`config.mk`:
```
export PLATFORM = sky130hd
export DESIGN_NAME = pwm_core_flat
export DESIGN_NICKNAME = d
export VERILOG_FILES = /design/src/rtl/pwm_pkg.sv /design/src/rtl/pwm_if.sv /design/src/rtl/pwm_shadow_regs.sv /design/src/rtl/pwm_core.sv /design/src/flat_wrapper.sv
export SDC_FILE = /design/constraint.sdc
export NUM_CORES = 1
export LEC_CHECK = 0
export CAP_MARGIN = 20
export CORE_MARGIN = 3
export CORE_UTILIZATION = 27
export CTS_CLUSTER_DIAMETER = 200
export CTS_CLUSTER_SIZE = 20
export DETAILED_ROUTE_END_ITERATION = 7
export GPL_TIMING_DRIVEN = 0
export HOLD_SLACK_MARGIN = 0.06
export PLACE_DENSITY = 0.55
export SYNTH_ARGS = -nofsm -noshare
export SYNTH_HDL_FRONTEND = slang
export SYNTH_SLANG_ARGS = --single-unit
```
`constraint.sdc`:
```
create_clock -name MClk -period 4.1 [get_ports MClk]
set_input_delay 1.025 -clock MClk [delete_from_list [all_inputs] [get_ports MClk]]
set_output_delay 1.025 -clock MClk [all_outputs]
set_load 0.01 [all_outputs]
```
`src/rtl/pwm_pkg.sv`:
```
// rtl/pwm_pkg.sv - shared state encoding and switch-pair command constants for the PWM path
package pwm_pkg;

  typedef enum logic [1:0] {
    IDLE = 2'd0,
    UP   = 2'd1,
    DOWN = 2'd2
  } pwm_state_e;

  localparam logic [1:0] SPDT_OFF = 2'b00;
  localparam logic [1:0] SPDT_HI  = 2'b01;
  localparam logic [1:0] SPDT_LO  = 2'b10;

endpackage

```
`src/rtl/pwm_if.sv`:
```
// rtl/pwm_if.sv - live configuration and waveform outputs of the PWM carrier
interface pwm_if #(
  parameter int BIT_WIDTH = 16
) ();

  logic                 Enable;
  logic [BIT_WIDTH-1:0] Period;
  logic [BIT_WIDTH-1:0] Duty;
  logic                 CenterAlign;
  logic                 Load;
  logic [1:0]           SPDT;
  logic                 PeriodStart;
  logic                 LoadAck;
  logic [BIT_WIDTH-1:0] Count;

  modport master (
    output Enable, Period, Duty, CenterAlign, Load,
    input  SPDT, PeriodStart, LoadAck, Count
  );

  modport slave (
    input  Enable, Period, Duty, CenterAlign, Load,
    output SPDT, PeriodStart, LoadAck, Count
  );

endinterface

```
`src/rtl/pwm_shadow_regs.sv`:
```
// rtl/pwm_shadow_regs.sv - double-buffered period/duty/mode with a pending-load flag
module pwm_shadow_regs #(
  parameter int BIT_WIDTH = 16
) (
  input  logic                 MClk,
  input  logic                 Rst,
  input  logic                 load_strobe,
  input  logic                 load_req,
  input  logic                 clear,
  input  logic [BIT_WIDTH-1:0] period_in,
  input  logic [BIT_WIDTH-1:0] duty_in,
  input  logic                 mode_in,
  output logic [BIT_WIDTH-1:0] period_sh,
  output logic [BIT_WIDTH-1:0] duty_sh,
  output logic                 mode_sh,
  output logic                 pending
);

  // The strobe wins over clear/request so a Load in the boundary cycle applies immediately.
  always_ff @(posedge MClk) begin
    if (Rst) begin
      period_sh <= '0;
      duty_sh   <= '0;
      mode_sh   <= 1'b0;
      pending   <= 1'b0;
    end else if (load_strobe) begin
      period_sh <= period_in;
      duty_sh   <= duty_in;
      mode_sh   <= mode_in;
      pending   <= 1'b0;
    end else if (clear) begin
      pending   <= 1'b0;
    end else if (load_req) begin
      pending   <= 1'b1;
    end
  end

endmodule

```
`src/rtl/pwm_core.sv`:
```
// rtl/pwm_core.sv - edge/center-aligned carrier counter and duty comparator driving SPDT
module pwm_core
  import pwm_pkg::*;
#(
  parameter int BIT_WIDTH = 16
) (
  input logic  MClk,
  input logic  Rst,
  pwm_if.slave bus
);

  pwm_state_e           state_q, state_d;
  logic [BIT_WIDTH-1:0] count_q, count_d;
  logic [1:0]           spdt_q, spdt_d;
  logic                 pstart_q, pstart_d;
  logic [BIT_WIDTH-1:0] period_sh, duty_sh;
  logic                 mode_sh, pending;
  logic                 boundary, running, load_strobe, pwm;

  pwm_shadow_regs #(.BIT_WIDTH(BIT_WIDTH)) u_shadow (
    .MClk        (MClk),
    .Rst         (Rst),
    .load_strobe (load_strobe),
    .load_req    (bus.Load),
    .clear       (~bus.Enable),
    .period_in   (bus.Period),
    .duty_in     (bus.Duty),
    .mode_in     (bus.CenterAlign),
    .period_sh   (period_sh),
    .duty_sh     (duty_sh),
    .mode_sh     (mode_sh),
    .pending     (pending)
  );

  always_comb begin
    state_d  = state_q;
    count_d  = count_q;
    boundary = 1'b0;
    case (state_q)
      IDLE: begin
        count_d = '0;
        if (bus.Enable) state_d = UP;
      end
      UP: begin
        if (count_q >= period_sh) begin
          // Psh of 0 or 1 has no down-slope: the period closes at the top.
          if (mode_sh && (period_sh >= BIT_WIDTH'(2))) begin
            state_d = DOWN;
            count_d = period_sh - BIT_WIDTH'(1);
          end else begin
            count_d  = '0;
            boundary = 1'b1;
          end
        end else begin
          count_d = count_q + BIT_WIDTH'(1);
        end
      end
      DOWN: begin
        if (count_q <= BIT_WIDTH'(1)) begin
          state_d  = UP;
          count_d  = '0;
          boundary = 1'b1;
        end else begin
          count_d = count_q - BIT_WIDTH'(1);
        end
      end
      default: begin
        state_d = IDLE;
        count_d = '0;
      end
    endcase
    if (!bus.Enable) begin
      state_d = IDLE;
      count_d = '0;
    end
  end

  assign running     = (state_q != IDLE);
  assign load_strobe = !Rst && bus.Enable && (!running || (boundary && (pending || bus.Load)));
  assign pwm         = (count_q < duty_sh);
  assign spdt_d      = (running && bus.Enable) ? (pwm ? SPDT_HI : SPDT_LO) : SPDT_OFF;
  assign pstart_d    = running && bus.Enable && (state_q == UP) && (count_q == '0);

  always_ff @(posedge MClk) begin
    if (Rst) begin
      state_q  <= IDLE;
      count_q  <= '0;
      spdt_q   <= SPDT_OFF;
      pstart_q <= 1'b0;
    end else begin
      state_q  <= state_d;
      count_q  <= count_d;
      spdt_q   <= spdt_d;
      pstart_q <= pstart_d;
    end
  end

  assign bus.SPDT        = spdt_q;
  assign bus.PeriodStart = pstart_q;
  assign bus.LoadAck     = load_strobe;
  assign bus.Count       = count_q;

endmodule

```
`src/flat_wrapper.sv`:
```
// flat-port wrapper written by rule: the top's interface ports become plain ports
module pwm_core_flat import pwm_pkg::*;
#(
  parameter int BIT_WIDTH = 16
)
  (MClk, Rst, bus_Enable, bus_Period, bus_Duty, bus_CenterAlign, bus_Load, bus_SPDT, bus_PeriodStart, bus_LoadAck, bus_Count);
  pwm_if #(.BIT_WIDTH(BIT_WIDTH)) bus_i ();
  input logic MClk;
  input logic Rst;
  input wire logic [$bits(bus_i.Enable)-1:0] bus_Enable;
  input wire logic [$bits(bus_i.Period)-1:0] bus_Period;
  input wire logic [$bits(bus_i.Duty)-1:0] bus_Duty;
  input wire logic [$bits(bus_i.CenterAlign)-1:0] bus_CenterAlign;
  input wire logic [$bits(bus_i.Load)-1:0] bus_Load;
  output wire logic [$bits(bus_i.SPDT)-1:0] bus_SPDT;
  output wire logic [$bits(bus_i.PeriodStart)-1:0] bus_PeriodStart;
  output wire logic [$bits(bus_i.LoadAck)-1:0] bus_LoadAck;
  output wire logic [$bits(bus_i.Count)-1:0] bus_Count;
  assign bus_i.Enable = bus_Enable;
  assign bus_i.Period = bus_Period;
  assign bus_i.Duty = bus_Duty;
  assign bus_i.CenterAlign = bus_CenterAlign;
  assign bus_i.Load = bus_Load;
  assign bus_SPDT = bus_i.SPDT;
  assign bus_PeriodStart = bus_i.PeriodStart;
  assign bus_LoadAck = bus_i.LoadAck;
  assign bus_Count = bus_i.Count;
  pwm_core #(.BIT_WIDTH(BIT_WIDTH)) u_core (.MClk(MClk), .Rst(Rst), .bus(bus_i));
endmodule
```
==> tab_implementation.tex <==
\begin{tabular}{lr}
\hline
Metric & Value \\
\hline
\multicolumn{2}{l}{\textbf{Finish}} \\
\quad Number of diodes & 0 \\
\quad Post-layout nets & 604 \\
\quad Layout cell share with drive strength beyond 1 & 13.9\% \\
\quad Commonest cells after routing, fill and taps aside & clkdlybuf4s50\_1, dfxtp\_1, nor2\_1, ha\_1, inv\_1 \\
\quad Synth-to-layout area growth & 25.2\% \\
\quad Most common cell after layout, fill and taps aside & clkdlybuf4s50\_1 \\
\multicolumn{2}{l}{\textbf{Synth}} \\
\quad Number of enable flip-flop cells after synthesis & 0 \\
\quad Post-Syn Area & 0.00404 sq mm \\
\quad Number of warnings printed during yosys synthesis & 0 \\
\quad Fraction of registers with async set/reset & 0\% \\
\quad Proportion of synthesized chip area in sequential cells & 27.3\% \\
\quad Most used flip-flop cell after synthesis & dfxtp\_1 \\
\quad Post-synthesis instance total & 458 \\
\quad FF+latch count, synth & 55 \\
\quad Per-instance average area after synthesis & 8.81 sq um \\
\quad Syn\_nets & 536 \\
\quad Unique cell type count in the Yosys netlist & 54 \\
\multicolumn{2}{l}{\textbf{Routing}} \\
\quad Final antenna-violating net count & 0 \\
\quad Number of optimization iterations in the first detailed-route pass & 4 \\
\quad Post-DR wirelength/cell & 15.6 microns \\
\quad Detailed Route WL & 11100 microns \\
\quad Remaining routing DRC violations & 0 \\
\quad Vias per inst & 4.84 \\
\quad 1st-iter DRT viols & 123 \\
\quad Number of vias after detailed routing & 3439 \\
\multicolumn{2}{l}{\textbf{STA}} \\
\quad Slew at the pin closest to its max-slew limit & 530 ps \\
\quad Hold Violations, Final & 0 \\
\quad Fmax & 0.249 GHz \\
\quad Worst Skew & 5.89 ps \\
\quad Pins Over Slew Limit & 0 \\
\quad Final count of negative-setup-slack endpoints & 0 \\
\quad Setup repair after global routing missed its margin & false \\
\quad Final worst path period need & 4010 ps \\
\quad Final worst-path cycle share & 97.8\% \\
\quad Worst Setup Slack, final & 88.4 ps \\
\quad Remaining max-slew budget at the tightest pin & 64.4\% \\
\multicolumn{2}{l}{\textbf{Floorplan}} \\
\quad Initial core utilization & 27.7\% \\
\quad Chip height & 128 microns \\
\quad Core box area & 0.0146 sq mm \\
\quad Die width & 128 microns \\
\quad Number of placed I/O pins & 57 \\
\quad Total die area & 0.0165 sq mm \\
\quad Standard-cell row count & 44 \\
\multicolumn{2}{l}{\textbf{Power}} \\
\quad Leakage power & 2.17 nW \\
\quad Overall power & 1.31 mW \\
\quad Peak supply drop & 0.000164 V \\
\quad Ratio of total power to cell area & 259 mW/mm\^{}2 \\
\multicolumn{2}{l}{\textbf{Min path}} \\
\quad Worst hold path type & reg -> reg \\
\quad Hold path depth & 1 \\
\multicolumn{2}{l}{\textbf{Global routing}} \\
\quad Via count of the first global-routing pass & 3439 \\
\quad GR Util All Layers & 13.7\% \\
\quad First-pass GRT wire length & 17800 microns \\
\quad Maximum number of pins on one net before global-route repair & 16 \\
\quad Overflow left after global routing & 0 \\
\quad Antenna violations before repair & 0 \\
\multicolumn{2}{l}{\textbf{Clock tree}} \\
\quad Master cell of the clock root buffer & clkbuf\_16 \\
\quad H-tree levels & 2 \\
\quad Maximum number of buffers from clock root to sink & 2 \\
\quad Clock tree from TritonCTS & built \\
\quad Clock input transition at the sequential cells of the worst setup and hold paths & 70 ps \\
\quad Latest clock arrival within the worst-skew pair & 300 ps \\
\quad Clock buffer count from CTS & 5 \\
\quad Clock Sinks & 55 \\
\quad Quantity of hold-fixing buffers added after cts & 0 \\
\multicolumn{2}{l}{\textbf{Worst setup path}} \\
\quad Endpoint arrival time on the critical path & 2990 ps \\
\quad Critical Path Start Type & input pin \\
\quad R2R cell count & 12 \\
\quad Reg-to-reg setup timing slack & 1090 ps \\
\quad Setup crit end kind & primary output \\
\quad Critical path class & in -> out \\
\quad CP required & 3070 ps \\
\quad Max FO, Critical Path & 9 \\
\multicolumn{2}{l}{\textbf{Job}} \\
\quad Max Cap Violations & 0 \\
\multicolumn{2}{l}{\textbf{Placement}} \\
\quad Final weighted congestion in routability-driven placement & 0.884 \\
\quad Dpl ws & -316 ps \\
\quad Number of port buffers & 55 \\
\quad Sum of net half-perimeters after detailed placement & 8740 microns \\
\multicolumn{2}{l}{\textbf{Status}} \\
\quad Run status & finished clean \\
\hline
\end{tabular}
-- routing by layer --
metal	share of wire [%]	GRT usage (%)	wire length [microns]	vias to the layer above
li1	-	-	-	1749
met1	47	18.1	5160	1605
met2	47	22.5	5230	70
met3	4.2	2.46	467	15
met4	1.9	4.56	214	0
met5	0	0	0	-
-- cells in the mapped netlist, drive strengths merged (10+ instances only) --
| cell type | count | area [sq um] |
|---|---|---|
| xnor2 | 24 | 210 |
| ha | 41 | 513 |
| inv | 37 | 139 |
| xor2 | 13 | 114 |
| o21ai | 10 | 50.1 |
| nor2 | 50 | 188 |
| nand4 | 14 | 87.6 |
| a21oi | 14 | 70.1 |
| dfxtp | 55 | 1100 |
| nand2 | 28 | 108 |
| nor3 | 15 | 97.6 |
| clkbuf | 15 | 56.3 |
| nand3 | 23 | 120 |
| mux2 | 34 | 492 |
-- area by class of cell --
class	count	area, sq um
sequential	55	1110
fill	1507	9540
buffer	23	126
clock inverter	1	5.00
inverter	37	139
tap	184	230
timing repair buffer	61	596
multi-input combinational	343	2720
clock buffer	7	133
-- flip-flops by register name (all words and copies together) (netlist names) --
| register | cells |
|---|---|
| u_core.bus.Count | 16 |
| u_core.bus.PeriodStart | 1 |
| u_core.bus.SPDT | 2 |
| u_core.state_q | 2 |
| u_core.u_shadow.duty_sh | 16 |
| u_core.u_shadow.mode_sh | 1 |
| u_core.u_shadow.pending | 1 |
| u_core.u_shadow.period_sh | 16 |
-- through the flow --
step / cell area [sq um] / hold WS, ps / TNS, ps / utilization [%] / instances
CTS: 5010 / 510 / 0 / 34.3 / 707
finish: 5050 / 518 / 0 / 34.6 / 711
global placement: 4820 / 500 / -313 / 33.0 / 697
global route: 5050 / 537 / 0 / 34.6 / 711
detailed placement: 4820 / 492 / -316 / 33.0 / 697
floorplan: 4040 / 452 / 0 / - / 458
-- critical path, stage by stage --
cell and delay, ps:
clkdlybuf4s50_1 490, and2b_2 240, nand3_4 160, nor3_4 230, a22oi_4 110, buf_12 160
inv_1 50, clkdlybuf4s50_1 520
-- logic make-up after synthesis --
logic type / after synthesis / share of synthesized area [%]
adders and majority gates: 41 / 12.7
muxes: 34 / 12.2
DFF: 55 / 27.3
xor gates and xnor gates: 37 / 8.03
buffers and inverters: 60 / 6.35
AOI/OAI and AO/OA: 63 / 11.5
and+or+nand+nor: 168 / 21.9
-- timing repair --
action                                  CTS  global route
endpoints found under the setup margin    1             1
hold endpoints to repair                  0             0
buffers inserted                          2             4
pin swaps                                 3             2
resized for setup                        12             3
-- worst paths after layout --
check,startpoint,endpoint
worst max-delay path,bus_Enable,bus_LoadAck
worst min-delay path,u_core.u_shadow.period_sh[0],u_core.bus.Count[0]
worst max register to register,u_core.bus.Count[0],u_core.u_shadow.duty_sh[9]
worst min register to register,u_core.u_shadow.period_sh[0],u_core.bus.Count[0]
-- where the power goes --
group	switching (mW)	internal, mW
combinational	0.145	0.151
clock	0.203	0.227
sequential	0.0201	0.562
Note: power is estimated with default switching activity, not from simulation.
